### src/rtl/data_mem_lsu.sv
// data_mem_lsu: word-organised data memory with a byte/halfword/word load-store port.
// After reset the array is cleared one word per cycle (INIT). Requests are then
// accepted every cycle (RUN), and each one is answered one cycle later.
//
// Ports
//   dmem_clk      sole clock, rising edge
//   dmem_rst      synchronous active-high reset; restarts the clear sequence
//   req_valid     request present
//   req_ready     request accepted this cycle (high only in RUN)
//   req_we        1 = store, 0 = load
//   req_size      00 byte, 01 halfword, 10 word, 11 illegal
//   req_unsigned  zero-extend (1) or sign-extend (0) byte/half loads
//   req_addr      byte address: word index [ADDR_W-1:2], lane [1:0]
//   req_wdata     right-justified store data
//   rsp_valid     one-cycle response pulse, one cycle after acceptance
//   rsp_rdata     extended load data; 0 for stores and errors
//   rsp_err       misaligned or illegal request
//   init_done     memory clear complete
module data_mem_lsu #(
  parameter int unsigned DEPTH  = 32,
  parameter int unsigned ADDR_W = 7
) (
  input  logic              dmem_clk,
  input  logic              dmem_rst,
  input  logic              req_valid,
  output logic              req_ready,
  input  logic              req_we,
  input  logic [1:0]        req_size,
  input  logic              req_unsigned,
  input  logic [ADDR_W-1:0] req_addr,
  input  logic [31:0]       req_wdata,
  output logic              rsp_valid,
  output logic [31:0]       rsp_rdata,
  output logic              rsp_err,
  output logic              init_done
);

  localparam int unsigned      IDX_W    = ADDR_W - 2;
  localparam logic [IDX_W-1:0] LAST_IDX = IDX_W'(DEPTH - 1);

  typedef enum logic {
    S_INIT,
    S_RUN
  } state_t;

  state_t state_q;
  state_t state_d;

  logic [IDX_W-1:0] clr_idx;
  logic [31:0]      mem [DEPTH];

  logic [IDX_W-1:0] word_idx;
  logic [1:0]       lane;
  logic [4:0]       lane_sh;
  logic             misaligned;
  logic             accept;
  logic             store_en;
  logic [3:0]       byte_en;
  logic [31:0]      wr_data;
  logic [31:0]      rd_word;
  logic [31:0]      rd_shift;
  logic [31:0]      load_data;

  // State register
  always_ff @(posedge dmem_clk) begin
    if (dmem_rst) begin
      state_q <= S_INIT;
    end else begin
      state_q <= state_d;
    end
  end

  // Next-state logic
  always_comb begin
    state_d = state_q;
    case (state_q)
      S_INIT:  if (clr_idx == LAST_IDX) state_d = S_RUN;
      S_RUN:   state_d = S_RUN;
      default: state_d = S_INIT;
    endcase
  end

  // State outputs
  always_comb begin
    req_ready = 1'b0;
    init_done = 1'b0;
    if (state_q == S_RUN) begin
      req_ready = 1'b1;
      init_done = 1'b1;
    end
  end

  // Clear index; wraps back to 0 after the last word so a later reset starts clean
  always_ff @(posedge dmem_clk) begin
    if (dmem_rst) begin
      clr_idx <= '0;
    end else if (state_q == S_INIT) begin
      clr_idx <= clr_idx + 1'b1;
    end
  end

  assign word_idx = req_addr[ADDR_W-1:2];
  assign lane     = req_addr[1:0];
  assign lane_sh  = {lane, 3'b000};

  always_comb begin
    misaligned = 1'b0;
    case (req_size)
      2'b00:   misaligned = 1'b0;
      2'b01:   misaligned = req_addr[0];
      2'b10:   misaligned = |lane;
      default: misaligned = 1'b1;
    endcase
  end

  assign accept   = req_valid & req_ready;
  assign store_en = accept & req_we & ~misaligned;

  always_comb begin
    byte_en = '0;
    case (req_size)
      2'b00:   byte_en = 4'b0001 << lane;
      2'b01:   byte_en = 4'b0011 << lane;
      2'b10:   byte_en = '1;
      default: byte_en = '0;
    endcase
  end

  assign wr_data = req_wdata << lane_sh;

  // Aligned half lanes are 0 or 2, so the byte-lane shift also right-justifies halves
  assign rd_word  = mem[word_idx];
  assign rd_shift = rd_word >> lane_sh;

  always_comb begin
    load_data = rd_word;
    case (req_size)
      2'b00:   load_data = {{24{~req_unsigned & rd_shift[7]}},  rd_shift[7:0]};
      2'b01:   load_data = {{16{~req_unsigned & rd_shift[15]}}, rd_shift[15:0]};
      default: load_data = rd_word;
    endcase
  end

  // Memory array: clear during INIT, byte-enabled stores during RUN
  always_ff @(posedge dmem_clk) begin
    if (!dmem_rst) begin
      if (state_q == S_INIT) begin
        mem[clr_idx] <= '0;
      end else if (store_en) begin
        for (int unsigned i = 0; i < 4; i++) begin
          if (byte_en[i]) mem[word_idx][8*i +: 8] <= wr_data[8*i +: 8];
        end
      end
    end
  end

  // Response register; the load reads the array before this edge's write lands
  always_ff @(posedge dmem_clk) begin
    if (dmem_rst) begin
      rsp_valid <= 1'b0;
      rsp_err   <= 1'b0;
      rsp_rdata <= '0;
    end else begin
      rsp_valid <= accept;
      rsp_err   <= accept & misaligned;
      rsp_rdata <= (accept && !req_we && !misaligned) ? load_data : '0;
    end
  end

endmodule

### config.mk
export PLATFORM = sky130hd
export DESIGN_NAME = data_mem_lsu
export DESIGN_NICKNAME = d
export VERILOG_FILES = /design/src/rtl/data_mem_lsu.sv
export SDC_FILE = /design/constraint.sdc
export NUM_CORES = 1
export LEC_CHECK = 0
export BUFFER_PORTS_ARGS = -buffer_cell sky130_fd_sc_hd__buf_4
export CELL_PAD_IN_SITES_DETAIL_PLACEMENT = 0
export CELL_PAD_IN_SITES_GLOBAL_PLACEMENT = 1
export CORE_UTILIZATION = 37
export DETAILED_ROUTE_END_ITERATION = 7
export PLACE_DENSITY = 0.59
export SYNTH_ARGS = -nofsm -noshare
export SYNTH_HDL_FRONTEND = slang
export SYNTH_SLANG_ARGS = --single-unit
### constraint.sdc
create_clock -name dmem_clk -period 5.1 [get_ports dmem_clk]
set_input_delay 0.255 -clock dmem_clk [delete_from_list [all_inputs] [get_ports dmem_clk]]
set_output_delay 0.255 -clock dmem_clk [all_outputs]
set_load 0.005 [all_outputs]
* Yosys cells after proc, flatten, opt, wreduce, memory -nomap -nowiden
Memory sizes are Yosys's and may differ from the RTL's. Cells that the tools add are included.
Storage, ports and cells: output and inout bits 36, bits of input ports 46, bits in registers 40, RAM bits 1024, logic and storage cells 64, memories 1
Memory list:
- mem | words 32, width 32, rd ports 1, clocked after memory_dff 0, write ports 1, line 50 | logic [31:0] mem [DEPTH];
Cells by class: $add $sub $neg 1, shift operators 4, equality and inequality tests 3, mux-type cells 32, reductions and logical operators 8, bitwise operators 10
Operators with widths (number):
- 32-bit one-hot mux with 2 select lines | 1
- 32-bit two-way mux | 1
- 32-bit OR reduction | 1
- 32-bit by 5-bit << shifter with 32-bit output | 1
- 32-bit by 5-bit >> shifter with 16-bit output | 1
- 1-bit two-way mux | 25
- 4-bit one-hot mux with 3 select lines | 1
- 1-bit AND | 6
- 5-bit by 1-bit adder with 5-bit output (second input constant) | 1
- 5-bit == test (second input constant) | 1
- 5-bit two-way mux | 1
- 4-bit two-way mux | 1
- 1-bit NOT | 4
- 2-bit OR reduction | 2
- 1-bit by 2-bit << shifter with 4-bit output (first input constant) | 1
- 2-bit by 2-bit << shifter with 4-bit output (first input constant) | 1
- 1-bit one-hot mux with 3 select lines | 1
- 2-bit by 1-bit == test with 1-bit output (second input constant) | 1
- 2-bit == test (second input constant) | 1
- 1-bit logical AND | 2
- 1-bit logical NOT | 2
- 2-bit logical NOT | 1
- 1-bit one-hot mux with 2 select lines | 1

* Depth between registers and ports, before layout
word-level depth 10, gate-level depth with buffers 12, depth with buffers taken out 8

* Worst setup path before layout
Ideal clock, no wire load.
kind reg2reg, start point reg state_q, end point mem mem[0][29] (data pin), setup slack 1.518 ns, clock period less this slack 3.582 ns, required time 4.633 ns, library setup time 0.467 ns, data arrival time 3.115 ns, path buffers 4, cell stages (with the launch flop) 10, cells stage by stage dfxtp_1 clkbuf_1 nand3b_1 inv_2 nand2_1 or2_1 clkbuf_1 clkbuf_1 buf_1 a211oi_1
Between the ends: word-level cells in the longest chain between the ends 10, elaborated cells on any way between the ends 22, classes of those cells mux: 18; bitwise: 3; reduce/logical: 1
RTL lines:
- start, declared | line 46 | state_t state_q;
- start signal, assigned | line 69 | state_q <= state_d;
- 1-bit two-way mux | line 87 | if (state_q == S_RUN) begin
- 1-bit AND | line 116 | assign accept = req_valid & req_ready;
- 1-bit AND (2 in series) | line 117 | assign store_en = accept & req_we & ~misaligned;
- 1-bit two-way mux | line 149 | end else if (store_en) begin
- 1-bit two-way mux | line 147 | if (state_q == S_INIT) begin
- 1-bit two-way mux | line 146 | if (!dmem_rst) begin
- 1-bit two-way mux (implied by the code) | line 151 | if (byte_en[i]) mem[word_idx][8*i +: 8] <= wr_data[8*i +: 8];
- 32-bit OR reduction (no line) (*)
- 32-bit two-way mux (no line) (*)
- end, declared | line 50
Every way passes the cells marked *; elsewhere a longest branch is shown, timed or not.

* Worst setup path in the final report
start point reg state_q, end point mem mem[15][4], enable pin
Between the ends: word-level cells in the longest chain between the ends 10, elaborated cells on any way between the ends 26, classes of those cells mux: 22; bitwise: 3; reduce/logical: 1
RTL lines (line):
- 1-bit two-way mux | 87
- 1-bit AND | 116
- 1-bit AND (2 in series) | 117
- 1-bit two-way mux | 149
- 1-bit two-way mux | 147
- 1-bit two-way mux | 146
- 1-bit two-way mux (implied by the code) | 151
- 32-bit OR reduction (no line)
- 5-bit two-way mux (no line) / 4-bit two-way mux (equally long branches)
Parallel ways exist; a longest one is shown, timed or not.

==> impl_metrics.yaml <==
setup_path:
  worstSetupStartpoint: "state_q$_SDFF_PP0_"
  setup.worst_path.end_class: "flop"
  ff2ff_path_depth: 10
  required_ns: 5.40
  endpoint: "mem[15][4]$_DFFE_PP_"
  timing.critical_path.mode_cell: "sky130_fd_sc_hd__nor2_1"
  regToRegSetupSlack_ns: 1.19
  cp.arrival_ns: 4.21
  worst_path_max_delay_cell: "sky130_fd_sc_hd__nor2_1"
  reg2reg_from: "state_q$_SDFF_PP0_"
  criticalPathCategory: "reg2reg"
  critical_path_cell_sequence: "buf_4 -> nand3b_1 -> inv_2 -> nand2_1 -> nor2_1 -> nand2_1 -> nor2_1 -> nor2_4 -> buf_4 -> nor2_1"
  critical_path_depth: 10
  highest_fanout_seen_on_the_critical_path: 32
  timing.rr.end: "mem[15][4]$_DFFE_PP_"
  launching_element_type_of_the_critical_path: "flop"
  critical_path.n_buffers_inverters: 3
  critical_path.max_stage_delay_ns: 0.76
  critical_path.top_delay_family: "simple AND/OR/NAND/NOR gates"
place:
  dpl.hpwl_um: 79600
  placed_cells_incl_taps: 3666
  buffer_ports.inserted: 81
  gp_congestion: 0.897
timing:
  setup_viol: 0
  maxSlewViolCount: 0
  worst_slew_pin_slew_ns: 1.39
  totalNegativeSetupSlack_ns: 0
  holdWs_ns: 0.111
  rsz0062_at_grt: "no"
  timing.clock.skew_ns: 0.0258
  hold_violations: 0
  finalWorstPathRequiredPeriod_ns: 3.91
  timing.fmax_ghz: 0.256
  timing.final.crit_share_pct: 76.6
  timing.slew.headroom_pct: 6.78
floorplanning:
  floorplan.initialDensity_pct: 37.3
  die_width_um: 339
  io_pins: 82
  core-area_um2: 112000
  die_height_um: 339
  die-area_um2: 115000
  fp-row-count: 123
synth:
  synth_largest_type_area_fraction_pct: 73.4
  async_set_or_reset_register_ratio_after_synthesis_pct: 0
  synth.net_count: 2159
  ys_top_cells_by_area: "sky130_fd_sc_hd__edfxtp_1 (73%), sky130_fd_sc_hd__mux4_2 (13%), sky130_fd_sc_hd__mux2i_1 (2.4%)"
  post_synth_num_cell_types: 51
  mappedNetlistArea_um2: 41900
  synth_edf_count: 1024
  post_synthesis_sequential_area_ratio_pct: 75.3
  synth.avg_cell_area_um2: 19.9
  synth.ff_latch_count: 1064
  synth_ff_type: "sky130_fd_sc_hd__edfxtp_1"
  yosys.area.top_type: "sky130_fd_sc_hd__edfxtp_1"
  netlist_top_cells_count: "sky130_fd_sc_hd__edfxtp_1 (1024), sky130_fd_sc_hd__mux4_2 (250), sky130_fd_sc_hd__nor2_1 (194), sky130_fd_sc_hd__mux2i_1 (99), sky130_fd_sc_hd__nand2_1 (64)"
  synthCells: 2111
  synth.most_common_cell: "sky130_fd_sc_hd__edfxtp_1"
  ys_warn_count: 0
power_and_ir_drop:
  static-leakage-power_nw: 13.5
  ir_drop_mv: 0.292
  power_density_nw_per_um2: 376
cts:
  cts.repair_timing.setup_buffer_count: 0
  cts-htree-levels: 3
  cts_sinks: 1064
  cts_root_buffer: "sky130_fd_sc_hd__clkbuf_16"
  clock_tree_from_tritoncts: "built"
  ctsHoldBuffers: 3
  cts_made_buffers: 111
  post_cts.resized_instances: 0
  cts.clk_slew.worst_paths_ns: 0.06
  clock_latency_ns: 0.69
  buffer_depth_of_the_longest_clock_path: 3
final_layout:
  post_route_cells_drive_above_1_share_pct: 28.0
  storage_cell_area_um2: 31600
  layoutNonFillerInstCount: 3877
  insertedDiodeCount: 0
  multi_input_gate_area_in_the_final_layout_um2: 9900
  area_growth_syn_to_layout_pct: 15.7
  nFillCells: 9777
  finalNetCount: 2330
status:
  run_status: "finished, final reports clean"
job:
  max_cap_violations: 0
grt:
  track_usage_pct: 21.0
  first_pass_grt_wire_length_um: 171000
  grt_antenna_before_repair: 4
  overflow_left_after_global_routing: 0
  via_count_of_the_first_global_routing_pass: 22100
  largest_net_degree_at_the_start_of_global_routing: 88
drt:
  drt_drc_violations_left: 0
  avgRoutedWirePerCell_um: 31.2
  detail_route.first_pass.iterations: 6
  detail-route-antenna-nets: 0
  num_vias: 21800
  avgViaCountPerCell: 5.63
  initialDrtViolationCount: 2574
  postRouteWirelength_um: 121000
worst_hold_path:
  min-delay-path-class: "in2reg"
stage by stage:
step                      worst slack [ns]  power, mW  instance area (um^2)  util (%)
after detailed placement             0.685       10.4                 44800      39.9
after global placement               0.429       10.4                 44800      39.9
after CTS                             1.14       18.4                 48500      43.2
final                                 1.19       18.3                 48500      43.2
after floorplan                       1.52       10.1                 41900         -
after global routing                 0.937       18.7                 48500      43.2
worst reg2reg max path, delay by kind of cell, from the launching register on:
kind                   cells  cell delay, ns
DFF                        1            0.31
buffers and inverters      3            0.57
and+or+nand+nor            7            2.65
worst min path at each step:
stage	endpoint	cells past startpoint	slack, ns	startpoint
after detailed placement	clr_idx[2]$_SDFFE_PP0N_	2	0.48	dmem_rst
after global placement	clr_idx[2]$_SDFFE_PP0N_	2	0.47	dmem_rst
after CTS	rsp_err$_SDFF_PP0_	3	0.08	req_size[0]
final	rsp_err$_SDFF_PP0_	3	0.11	req_size[0]
after global routing	rsp_err$_SDFF_PP0_	3	0.16	req_size[0]
after floorplan	rsp_valid$_SDFF_PP0_	2	0.45	req_valid
placed cells by master (no fill, tap or decap), types with 11 or more instances in the layout:
cell type	instances
sky130_fd_sc_hd__clkinv_1	19
sky130_fd_sc_hd__a211oi_1	14
sky130_fd_sc_hd__a21oi_1	35
sky130_fd_sc_hd__clkbuf_16	114
sky130_fd_sc_hd__dfxtp_1	40
sky130_fd_sc_hd__mux2_2	15
sky130_fd_sc_hd__nand2_1	64
sky130_fd_sc_hd__o22ai_1	54
sky130_fd_sc_hd__mux4_2	250
sky130_fd_sc_hd__nor2_2	11
sky130_fd_sc_hd__clkbuf_1	18
sky130_fd_sc_hd__edfxtp_1	1024
sky130_fd_sc_hd__clkinvlp_4	17
sky130_fd_sc_hd__nor2_1	176
sky130_fd_sc_hd__mux2i_1	99
sky130_fd_sc_hd__nor2b_1	13
sky130_fd_sc_hd__o21ai_0	16
sky130_fd_sc_hd__clkinv_2	16
sky130_fd_sc_hd__nand3_1	19
sky130_fd_sc_hd__a22oi_1	41
sky130_fd_sc_hd__buf_4	172
per-layer routing:
| metal | global-route usage, % | vias up | part of all wire [%] | routed length, um |
|---|---|---|---|---|
| met5 | 0 | - | 0.032 | 39 |
| met4 | 6.07 | 6 | 2.5 | 3020 |
| met3 | 4.22 | 155 | 7.8 | 9470 |
| met2 | 32.3 | 892 | 46 | 55800 |
| met1 | 30.4 | 11700 | 44 | 52700 |
| li1 | - | 9024 | - | - |
layout make-up:
class / instances / share of cell area, %
clock buffers: 139 / 6.22
multi-input cells: 914 / 20.4
repair buffers: 185 / 3.12
clock inverters: 69 / 1.31
well taps: 1500 / 3.87
inverters: 6 / 0.0464
flip-flops and latches: 1064 / 65.0
flip-flops by register name (all words and copies together) (netlist names):
register	count
rsp_valid	1
state_q	1
mem	1024
rsp_err	1
clr_idx	5
rsp_rdata	32
power breakdown:
group	leakage, nW	switching (mW)	internal [mW]
clock network	1.74	3.40	4.65
registers	7.86	0.0211	9.50
logic	3.87	0.448	0.242
cells by family after synthesis:
| family | Yosys count | synth area share (%) |
|---|---|---|
| AO/OA/AOI/OAI | 199 | 3.14 |
| XOR/XNOR | 3 | 0.0627 |
| adder cells (fa/ha/maj) | 2 | 0.0597 |
| buffers and inverters | 133 | 1.62 |
| flip-flops | 1064 | 75.3 |
| multiplexers | 364 | 16.2 |
| AND/OR/NAND/NOR | 346 | 3.65 |
(Power assumes the default switching activity.)
